<file path="config.mk">
export PLATFORM = sky130hd
export DESIGN_NAME = decode_stage_cp4_flat
export DESIGN_NICKNAME = d
export VERILOG_FILES = /design/src/rtl/decode_stage_cp4_if.sv /design/src/rtl/decode_stage_cp4.sv /design/src/flat_wrapper.sv
export SDC_FILE = /design/constraint.sdc
export NUM_CORES = 1
export LEC_CHECK = 0
export BUFFER_PORTS_ARGS = -buffer_cell sky130_fd_sc_hd__buf_2
export CORE_ASPECT_RATIO = 2
export CORE_UTILIZATION = 30
export DETAILED_ROUTE_END_ITERATION = 8
export PLACE_DENSITY = 0.46
export SYNTH_ARGS = -nofsm -noshare
export SYNTH_HDL_FRONTEND = slang
export SYNTH_SLANG_ARGS = --single-unit
</file>
<file path="constraint.sdc">
create_clock -name clk -period 6.8 [get_ports clk]
set_input_delay 2.04 -clock clk [delete_from_list [all_inputs] [get_ports clk]]
set_output_delay 2.04 -clock clk [all_outputs]
set_load 0.05 [all_outputs]
</file>
<file path="src/rtl/decode_stage_cp4_if.sv">
// Fetch-to-decode bus for decode_stage_cp4.
// The master side is the fetch unit plus pipeline control (stall/flush);
// the slave side is the IF/ID stage, which returns the decoded view.
interface decode_stage_cp4_if;
    // Fetch handshake
    logic        fetch_valid;
    logic [31:0] fetch_pc;
    logic [31:0] fetch_inst;
    logic        fetch_ready;

    // Pipeline control
    logic        stall;
    logic        flush;

    // Presented instruction and decode fields
    logic        id_valid;
    logic [31:0] id_pc;
    logic [31:0] id_inst;
    logic [2:0]  id_imm_type;
    logic [4:0]  id_rd;
    logic [4:0]  id_rs1;
    logic [4:0]  id_rs2;

    modport master (
        output fetch_valid, fetch_pc, fetch_inst, stall, flush,
        input  fetch_ready, id_valid, id_pc, id_inst,
               id_imm_type, id_rd, id_rs1, id_rs2
    );

    modport slave (
        input  fetch_valid, fetch_pc, fetch_inst, stall, flush,
        output fetch_ready, id_valid, id_pc, id_inst,
               id_imm_type, id_rd, id_rs1, id_rs2
    );
endinterface

</file>
<file path="src/rtl/decode_stage_cp4.sv">
// IF/ID pipeline register with a two-entry skid buffer and opcode decoder
// for the CP4 core. Main entry M is always what decode sees; skid entry S
// catches a fetch that was already in flight when decode stalled.
//
// Optional feature: define DECODE_CSR_IMM_EN to decode the CSR-immediate
// SYSTEM forms (funct3[2]=1) to immediate selector 3'b101. Without it every
// SYSTEM instruction maps to 3'b111 (zero immediate).
module decode_stage_cp4 #(
    parameter logic [31:0] RESET_PC = 32'h4000_0000,
    parameter logic [31:0] NOP_INST = 32'h0000_0013
) (
    input  logic               clk,
    input  logic               rst,
    decode_stage_cp4_if.slave  bus
);

    // Occupancy of the buffer; the encoding mirrors {S.valid, M.valid}.
    typedef enum logic [1:0] {
        EMPTY = 2'b00,
        ONE   = 2'b01,
        FULL  = 2'b11
    } buf_state_t;

    localparam logic [6:0] OP_IMM    = 7'b0010011;
    localparam logic [6:0] OP_LOAD   = 7'b0000011;
    localparam logic [6:0] OP_JALR   = 7'b1100111;
    localparam logic [6:0] OP_STORE  = 7'b0100011;
    localparam logic [6:0] OP_BRANCH = 7'b1100011;
    localparam logic [6:0] OP_LUI    = 7'b0110111;
    localparam logic [6:0] OP_AUIPC  = 7'b0010111;
    localparam logic [6:0] OP_JAL    = 7'b1101111;
    localparam logic [6:0] OP_SYSTEM = 7'b1110011;

    localparam logic [2:0] IMM_I    = 3'b000;
    localparam logic [2:0] IMM_S    = 3'b001;
    localparam logic [2:0] IMM_B    = 3'b010;
    localparam logic [2:0] IMM_U    = 3'b011;
    localparam logic [2:0] IMM_J    = 3'b100;
    localparam logic [2:0] IMM_CSR  = 3'b101;
    localparam logic [2:0] IMM_NONE = 3'b111;

    buf_state_t  state_reg;
    logic [31:0] m_pc_reg;
    logic [31:0] m_inst_reg;
    logic [31:0] s_pc_reg;
    logic [31:0] s_inst_reg;
    logic        fetch_ready_reg;
    logic        id_valid_reg;

    logic        accept;
    logic [31:0] id_inst_w;
    logic [2:0]  imm_type_next;

    // A fetch only counts when the buffer has room and no redirect is pending.
    assign accept = bus.fetch_valid && fetch_ready_reg && !bus.flush;

    // Buffer state machine; fetch_ready and id_valid are registered alongside
    // the occupancy so neither stall nor flush reaches them combinationally.
    always_ff @(posedge clk or posedge rst) begin
        if (rst) begin
            state_reg       <= EMPTY;
            m_pc_reg        <= RESET_PC;
            m_inst_reg      <= NOP_INST;
            s_pc_reg        <= '0;
            s_inst_reg      <= '0;
            fetch_ready_reg <= 1'b1;
            id_valid_reg    <= 1'b0;
        end else if (bus.flush) begin
            // Redirect wins over stall and drops any same-cycle fetch.
            // m_pc_reg is kept so id_pc still shows the last held PC.
            state_reg       <= EMPTY;
            fetch_ready_reg <= 1'b1;
            id_valid_reg    <= 1'b0;
        end else begin
            case (state_reg)
                EMPTY: begin
                    // An empty stage takes the fetch into M whether or not
                    // decode is stalled.
                    if (accept) begin
                        m_pc_reg     <= bus.fetch_pc;
                        m_inst_reg   <= bus.fetch_inst;
                        state_reg    <= ONE;
                        id_valid_reg <= 1'b1;
                    end
                end
                ONE: begin
                    if (!bus.stall) begin
                        if (accept) begin
                            m_pc_reg   <= bus.fetch_pc;
                            m_inst_reg <= bus.fetch_inst;
                        end else begin
                            state_reg    <= EMPTY;
                            id_valid_reg <= 1'b0;
                        end
                    end else if (accept) begin
                        // M is held, so the in-flight fetch parks in S.
                        s_pc_reg        <= bus.fetch_pc;
                        s_inst_reg      <= bus.fetch_inst;
                        state_reg       <= FULL;
                        fetch_ready_reg <= 1'b0;
                    end
                end
                FULL: begin
                    // fetch_ready is low here, so no accept can occur; on
                    // release the skid entry moves forward into M.
                    if (!bus.stall) begin
                        m_pc_reg        <= s_pc_reg;
                        m_inst_reg      <= s_inst_reg;
                        state_reg       <= ONE;
                        fetch_ready_reg <= 1'b1;
                    end
                end
                default: begin
                    state_reg       <= EMPTY;
                    fetch_ready_reg <= 1'b1;
                    id_valid_reg    <= 1'b0;
                end
            endcase
        end
    end

    // A bubble is presented as the canonical NOP so all fields decode to zero.
    assign id_inst_w = id_valid_reg ? m_inst_reg : NOP_INST;

    // Immediate selector for immediate_generator_cp4, keyed on the opcode.
    always_comb begin
        imm_type_next = IMM_NONE;
        case (id_inst_w[6:0])
            OP_IMM, OP_LOAD, OP_JALR: imm_type_next = IMM_I;
            OP_STORE:                 imm_type_next = IMM_S;
            OP_BRANCH:                imm_type_next = IMM_B;
            OP_LUI, OP_AUIPC:         imm_type_next = IMM_U;
            OP_JAL:                   imm_type_next = IMM_J;
`ifdef DECODE_CSR_IMM_EN
            OP_SYSTEM:                imm_type_next = id_inst_w[14] ? IMM_CSR : IMM_NONE;
`else
            OP_SYSTEM:                imm_type_next = IMM_NONE;
`endif
            default:                  imm_type_next = IMM_NONE;
        endcase
    end

    assign bus.fetch_ready = fetch_ready_reg;
    assign bus.id_valid    = id_valid_reg;
    assign bus.id_pc       = m_pc_reg;
    assign bus.id_inst     = id_inst_w;
    assign bus.id_imm_type = imm_type_next;
    assign bus.id_rd       = id_inst_w[11:7];
    assign bus.id_rs1      = id_inst_w[19:15];
    assign bus.id_rs2      = id_inst_w[24:20];

endmodule
</file>
<file path="src/flat_wrapper.sv">
// flat-port wrapper written by rule: the top's interface ports become plain ports
module decode_stage_cp4_flat 
#(
    parameter logic [31:0] RESET_PC = 32'h4000_0000,
    parameter logic [31:0] NOP_INST = 32'h0000_0013
)
  (clk, rst, bus_fetch_valid, bus_fetch_pc, bus_fetch_inst, bus_stall, bus_flush, bus_fetch_ready, bus_id_valid, bus_id_pc, bus_id_inst, bus_id_imm_type, bus_id_rd, bus_id_rs1, bus_id_rs2);
  decode_stage_cp4_if bus_i ();
  input  logic clk;
  input  logic rst;
  input wire logic [$bits(bus_i.fetch_valid)-1:0] bus_fetch_valid;
  input wire logic [$bits(bus_i.fetch_pc)-1:0] bus_fetch_pc;
  input wire logic [$bits(bus_i.fetch_inst)-1:0] bus_fetch_inst;
  input wire logic [$bits(bus_i.stall)-1:0] bus_stall;
  input wire logic [$bits(bus_i.flush)-1:0] bus_flush;
  output wire logic [$bits(bus_i.fetch_ready)-1:0] bus_fetch_ready;
  output wire logic [$bits(bus_i.id_valid)-1:0] bus_id_valid;
  output wire logic [$bits(bus_i.id_pc)-1:0] bus_id_pc;
  output wire logic [$bits(bus_i.id_inst)-1:0] bus_id_inst;
  output wire logic [$bits(bus_i.id_imm_type)-1:0] bus_id_imm_type;
  output wire logic [$bits(bus_i.id_rd)-1:0] bus_id_rd;
  output wire logic [$bits(bus_i.id_rs1)-1:0] bus_id_rs1;
  output wire logic [$bits(bus_i.id_rs2)-1:0] bus_id_rs2;
  assign bus_i.fetch_valid = bus_fetch_valid;
  assign bus_i.fetch_pc = bus_fetch_pc;
  assign bus_i.fetch_inst = bus_fetch_inst;
  assign bus_i.stall = bus_stall;
  assign bus_i.flush = bus_flush;
  assign bus_fetch_ready = bus_i.fetch_ready;
  assign bus_id_valid = bus_i.id_valid;
  assign bus_id_pc = bus_i.id_pc;
  assign bus_id_inst = bus_i.id_inst;
  assign bus_id_imm_type = bus_i.id_imm_type;
  assign bus_id_rd = bus_i.id_rd;
  assign bus_id_rs1 = bus_i.id_rs1;
  assign bus_id_rs2 = bus_i.id_rs2;
  decode_stage_cp4 #(.RESET_PC(RESET_PC), .NOP_INST(NOP_INST)) u_core (.clk(clk), .rst(rst), .bus(bus_i));
endmodule
</file>
**Word-level counts from Yosys, hierarchy flattened**

Cells that the tools add are included.

- Register bits: 132
- Bits of input ports: 69
- Output and inout port bits: 84
- Logic and storage cells: 69

- Equality and inequality tests: 22
- Multiplexer cells: 27
- Bitwise operators: 1
- Reduce and logical (&&, ||, !) cells: 12

Operators by type and width:

| operator | number |
|---|---|
| two-way mux 32 bit | 7 |
| case mux 32 bit (3 select lines) | 2 |
| == test 7 bit (second input constant) | 3 |
| AND reduction 4 bit | 5 |
| case mux 3 bit (5 select lines) | 1 |
| == test 7 x 5 -> 1 bit (second input constant) | 2 |
| == test 7 x 6 -> 1 bit (second input constant) | 2 |
| two-way mux 2 bit | 6 |
| != test 3 bit (second input constant) | 4 |
| two-way mux 1 bit | 8 |
| != test 2 bit (second input constant) | 4 |
| == test 7 x 2 -> 1 bit (second input constant) | 1 |
| != test 3 x 2 -> 1 bit (second input constant) | 2 |
| case mux 1 bit (3 select lines) | 2 |
| case mux 2 bit (3 select lines) | 1 |
| != test 4 x 3 -> 1 bit (second input constant) | 1 |
| != test 4 bit (second input constant) | 1 |
| nonzero test 3 bit | 1 |
| OR reduction 3 bit | 1 |
| == test 2 x 1 -> 1 bit (second input constant) | 1 |
| == test 2 bit (second input constant) | 1 |
| logical AND 1 bit | 2 |
| logical NOT 2 bit | 1 |
| OR reduction 2 bit | 1 |
| 2 further kinds | 2 |

**Logic depth before layout (Yosys ltp)**

- Depth in word-level cells: 6
- Gate-level depth with buffers: 8
- Depth with buffers taken out: 6

**Worst setup path before layout**

Ideal clock, no wire load.

- Path kind: reg2out
- Start: reg u_core.id_valid_reg, in the netlist u_core.bus.id_valid
- End: out bus_id_imm_type[2]
- Arrival time: 2.153 ns
- Data required time: 4.760 ns
- Path slack: 2.607 ns
- Stages on the path, launching flop included: 4
- Buffers on the path: 0
- Path through: dfrtp_1 -> and2_1 -> nand2_1 -> a22oi_1

- Cells in the longest elaborated chain, start to end: 4
- Elaborated cells on any way between the ends: 12
- Those cells by class: eq/ne (8); mux (2); reduce/logical (2)

RTL lines:

| item | RTL line | source |
|---|---|---|
| start: declaration | decode_stage_cp4.sv:48 | `logic id_valid_reg;` |
| start signal: assignment | decode_stage_cp4.sv:67 | `id_valid_reg <= 1'b0;` |
| start signal: assignment | decode_stage_cp4.sv:73 | `id_valid_reg <= 1'b0;` |
| start signal: assignment | decode_stage_cp4.sv:83 | `id_valid_reg <= 1'b1;` |
| two-way mux 32 bit * | decode_stage_cp4.sv:123 | `assign id_inst_w = id_valid_reg ? m_inst_reg : NOP_INST;` |
| net bus_id_inst[3] | flat_wrapper.sv:19 | `output wire logic [$bits(bus_i.id_inst)-1:0] bus_id_inst;` |
| == test 7 x 5 -> 1 bit, or another cell as far along | decode_stage_cp4.sv:128 | `case (id_inst_w[6:0])` |
| OR reduction 3 bit / OR reduction 2 bit (equally long branches) | decode_stage_cp4.sv:128 |  |
| case mux 3 bit (5 select lines) * | decode_stage_cp4.sv:128 |  |
| end: declaration | flat_wrapper.sv:20 | `output wire logic [$bits(bus_i.id_imm_type)-1:0] bus_id_imm_type;` |

The timed path passes the listed nets; every way through them passes the cells marked *.

**Final worst setup path**

- Start: reg u_core.id_valid_reg, in the netlist u_core.bus.id_valid
- End: out bus_id_imm_type[2]

- Cells in the longest elaborated chain, start to end: 4
- Elaborated cells on any way between the ends: 12
- Those cells by class: eq/ne (8); mux (2); reduce/logical (2)

RTL lines:

| item | RTL line |
|---|---|
| two-way mux 32 bit * | decode_stage_cp4.sv:123 |
| == test 7 x 5 -> 1 bit, or another cell as far along | decode_stage_cp4.sv:128 |
| OR reduction 3 bit / OR reduction 2 bit (equally long branches) | decode_stage_cp4.sv:128 |
| case mux 3 bit (5 select lines) * | decode_stage_cp4.sv:128 |

Every way passes the cells marked *; elsewhere a longest branch is shown, timed or not.

==> impl_table.tex <==
\begin{tabular}{lr}
\hline
Metric & Value \\
\hline
\multicolumn{2}{l}{\textbf{CTS}} \\
\quad Cts bufs inserted & 17 \\
\quad Number of hold-repair buffers added at the cts stage & 0 \\
\quad TritonCTS clock tree & done \\
\quad Post-CTS Setup Repair Bufs & 0 \\
\quad Count of instances resized after the clock tree is built & 0 \\
\quad Maximum level of the CTS H-tree & 4 \\
\quad Buffer depth of the longest clock path & 2 \\
\quad CTS Root Buffer Type & sky130\_fd\_sc\_hd\_\_clkbuf\_16 \\
\quad Clk sinks & 132 \\
\quad Worst skew pair latency & 420 ps \\
\quad Clock edge transition at the registers on the reported setup and hold paths & 60 ps \\
\multicolumn{2}{l}{\textbf{STA}} \\
\quad Fin crit period & 4420 ps \\
\quad Setup repair after global routing missed its margin & no \\
\quad Setup-failing EPs final & 0 \\
\quad Headroom to the max-slew limit & 29.9\% \\
\quad Final setup TNS & 0 ps \\
\quad Post-route worst hold slack & 488 ps \\
\quad Transition time at the pin with the least slew margin & 1050 ps \\
\quad Portion of the clock cycle consumed by the worst path in the final layout & 65.0\% \\
\quad Final Skew & 7.31 ps \\
\quad Achievable Freq & 226 MHz \\
\quad Final max-slew violation count & 0 \\
\quad Hold Vio Cnt, Final & 0 \\
\quad Worst setup slack after layout & 2380 ps \\
\multicolumn{2}{l}{\textbf{Finish}} \\
\quad Utilization of the core after routing & 38.1\% \\
\quad Summed area of non-filler cells in the final layout & 0.00759 mm2 \\
\quad Final cell count without fillers & 922 \\
\quad Commonest non-fill, non-tap cell in the layout & sky130\_fd\_sc\_hd\_\_buf\_2 \\
\quad Layout overhead on the synthesized area & 24.7\% \\
\quad Total of fill cells in the finished design & 2,083 \\
\quad Fraction of layout cells with a size suffix above 1 & 38.9\% \\
\quad Nets & 720 \\
\quad Antenna diode count & 0 \\
\quad Most used cells in the layout excluding fill and tap cells & sky130\_fd\_sc\_hd\_\_buf\_2 (152), sky130\_fd\_sc\_hd\_\_dfrtp\_1 (127), sky130\_fd\_sc\_hd\_\_a21oi\_1 (69) \\
\multicolumn{2}{l}{\textbf{Global route}} \\
\quad Global-route usage over all layers & 15.0\% \\
\quad Global-route congestion overflow total & 0 \\
\quad Antenna violations before repair & 3 \\
\quad Global-route wire length before repair & 23.5 mm \\
\quad Number of global-route vias before repair & 4,508 \\
\quad Largest net degree at the start of global routing & 76 \\
\multicolumn{2}{l}{\textbf{Worst setup path}} \\
\quad Required time worst endpoint & 4760 ps \\
\quad Cells along the critical path & o311ai\_0 > a22oi\_1 > buf\_2 \\
\quad Reg-to-reg slack, setup & 3700 ps \\
\quad Maximum fanout count along the critical path & 37 \\
\quad Critical Setup Path Class & reg2out \\
\quad Crit path max-delay cell type & sky130\_fd\_sc\_hd\_\_dfrtp\_1 \\
\quad Levels on crit path & 3 \\
\quad WP buf/inv & 1 \\
\quad Type of origin of the critical path & flop \\
\quad Reg-to-reg startpoint & u\_core.state\_reg[1] \\
\quad Terminus of the critical flop-to-flop path & u\_core.s\_inst\_reg[6] \\
\quad Kind of capture point of the worst setup path & output pin \\
\quad Largest delay contributor family on the critical path & flip-flops \\
\quad Worst Reg2Reg Path Length in Cells & 6 \\
\quad Arr. time, crit path & 2380 ps \\
\quad Longest individual stage delay on the worst path & 990 ps \\
\multicolumn{2}{l}{\textbf{Synthesis}} \\
\quad Most instantiated flip-flop cell in the synthesis netlist & sky130\_fd\_sc\_hd\_\_dfrtp\_1 \\
\quad Async S/R FF share, synth & 100\% \\
\quad Flip-flop and latch count after synthesis & 132 \\
\quad Synth Instances & 520 \\
\quad Register area share after synthesis & 54.4\% \\
\quad Yosys Warn Count & 0 \\
\quad Number of unique standard cell types used by synthesis & 39 \\
\quad Avg Cell Area, Syn & 11.7 um2 \\
\quad Syn\_nets & 593 \\
\quad Top cell type's share of synthesized area & 52.2\% \\
\quad Ranking of synthesized cells by area & sky130\_fd\_sc\_hd\_\_dfrtp\_1 (52\%), sky130\_fd\_sc\_hd\_\_mux2\_2 (11\%), sky130\_fd\_sc\_hd\_\_mux2i\_1 (11\%) \\
\quad Number of synthesized flops with an enable pin & 0 \\
\quad Cell accounting for the most synthesized area & sky130\_fd\_sc\_hd\_\_dfrtp\_1 \\
\quad Netlist area before placement & 0.00608 mm2 \\
\multicolumn{2}{l}{\textbf{Floorplanning}} \\
\quad Die H & 203 um \\
\quad Row Count & 73 \\
\quad Effective utilization at floorplan & 30.6\% \\
\quad Area of the core & 0.0199 mm2 \\
\quad Horiz. Die Dim & 103 um \\
\quad DIE AREA & 0.0209 mm2 \\
\quad Boundary Pins & 153 \\
\multicolumn{2}{l}{\textbf{Routing}} \\
\quad Vias after detailed routing & 4,301 \\
\quad Antenna Violating Nets Remaining & 0 \\
\quad DRC violations left & 0 \\
\quad Routed len/inst & 15.8 um \\
\quad Violation count after the first detailed-route iteration & 143 \\
\quad Number of detailed-route iterations in the first pass & 4 \\
\quad Detailed-route vias per instance & 4.66 \\
\quad Overall routed net length & 14.6 mm \\
\multicolumn{2}{l}{\textbf{Min path}} \\
\quad Hold wc startpoint & u\_core.s\_pc\_reg[3] \\
\quad Type of the worst min-delay path & reg2reg \\
\quad WHS Path Cells & 1 \\
\quad WHS Endpoint & u\_core.s\_pc\_reg[3] \\
\multicolumn{2}{l}{\textbf{Power and ir drop}} \\
\quad Power density of the placed cells & 494 mW/mm2 \\
\quad Largest vdd supply drop & 0.232 mV \\
\quad Sum of internal, switching and leakage power & 3.75 mW \\
\quad Leak Pwr & 3.32 nW \\
\multicolumn{2}{l}{\textbf{Placement}} \\
\quad Final HPWL DP & 9.94 mm \\
\quad Worst setup timing slack at the placement stage & 2360 ps \\
\quad GPL Wtd Cong & 0.781 \\
\quad Number of port buffers & 152 \\
\quad Placement-stage cell area & 0.00693 mm2 \\
\quad Placed cells & 890 \\
\multicolumn{2}{l}{\textbf{Run}} \\
\quad Count of maximum capacitance violations & 0 \\
\multicolumn{2}{l}{\textbf{Status}} \\
\quad Result of the run & finished clean \\
\hline
\end{tabular}
==> cells by family (layout without fill, tap and decap cells) <==
family          count (synthesis)  in the layout  share of synthesized area [%]
flops                         132            132                           54.4
mux                           129            129                           22.5
fa+ha+maj                       4              4                          0.823
buf+inv                        54            194                           5.49
compound gates                 85             85                           7.82
simple gates                  116            116                           8.93
==> synth_stat cells (all sizes together) (2+ instances only) <==
| master | count |
|---|---|
| a21o | 2 |
| clkbuf | 10 |
| nor2 | 68 |
| dfrtp | 127 |
| and2 | 29 |
| buf | 39 |
| inv | 5 |
| ha | 4 |
| a21oi | 69 |
| dfstp | 5 |
| nand2b | 3 |
| nand3 | 3 |
| mux2 | 64 |
| nand2 | 6 |
| mux2i | 65 |
| or3 | 2 |
==> worst max-delay path by stage <==
stage,start,end,slack (ps)
2_1_floorplan,rst,u_core.bus.id_pc[0],1240
3_3_place_gp,bus_stall,u_core.s_inst_reg[10],2430
3_5_place_dp,bus_stall,u_core.s_pc_reg[31],2360
4_1_cts,u_core.bus.id_valid,bus_id_imm_type[2],2280
5_1_grt,u_core.bus.id_valid,bus_id_imm_type[2],2130
6_report,u_core.bus.id_valid,bus_id_imm_type[2],2380
==> layout make-up <==
type,instances,area (um2),share of cell area (%)
sequential,132,3310,43.6
multi-input combinational,334,2470,32.5
timing repair buffer,157,798,10.5
clock buffer,20,457,6.02
tap,262,328,4.32
clock inverter,12,203,2.67
inverter,5,23.8,0.313
==> worst reg2reg max path, cell delays in order (launching register included) <==
cell                      delay (ps)
sky130_fd_sc_hd__dfrtp_1         490
sky130_fd_sc_hd__inv_1           130
sky130_fd_sc_hd__ha_1            280
sky130_fd_sc_hd__nand4_1         250
sky130_fd_sc_hd__nor2_4          840
sky130_fd_sc_hd__buf_4           590
sky130_fd_sc_hd__mux2_2          410
==> metal layers <==
metal,wire length [um],GRT usage [%]
met4,352,6.68
met1,5330,15.3
met3,685,4.11
met2,8150,27.6
met5,37,0
==> report_power, final <==
| group | internal [mW] | leakage (nW) | switching, mW |
|---|---|---|---|
| combinational | 0.435 | 1.46 | 0.936 |
| sequential | 1.14 | 1.54 | 0.212 |
| clock | 0.672 | 0.321 | 0.352 |
Power figures use the tool's default switching activity.
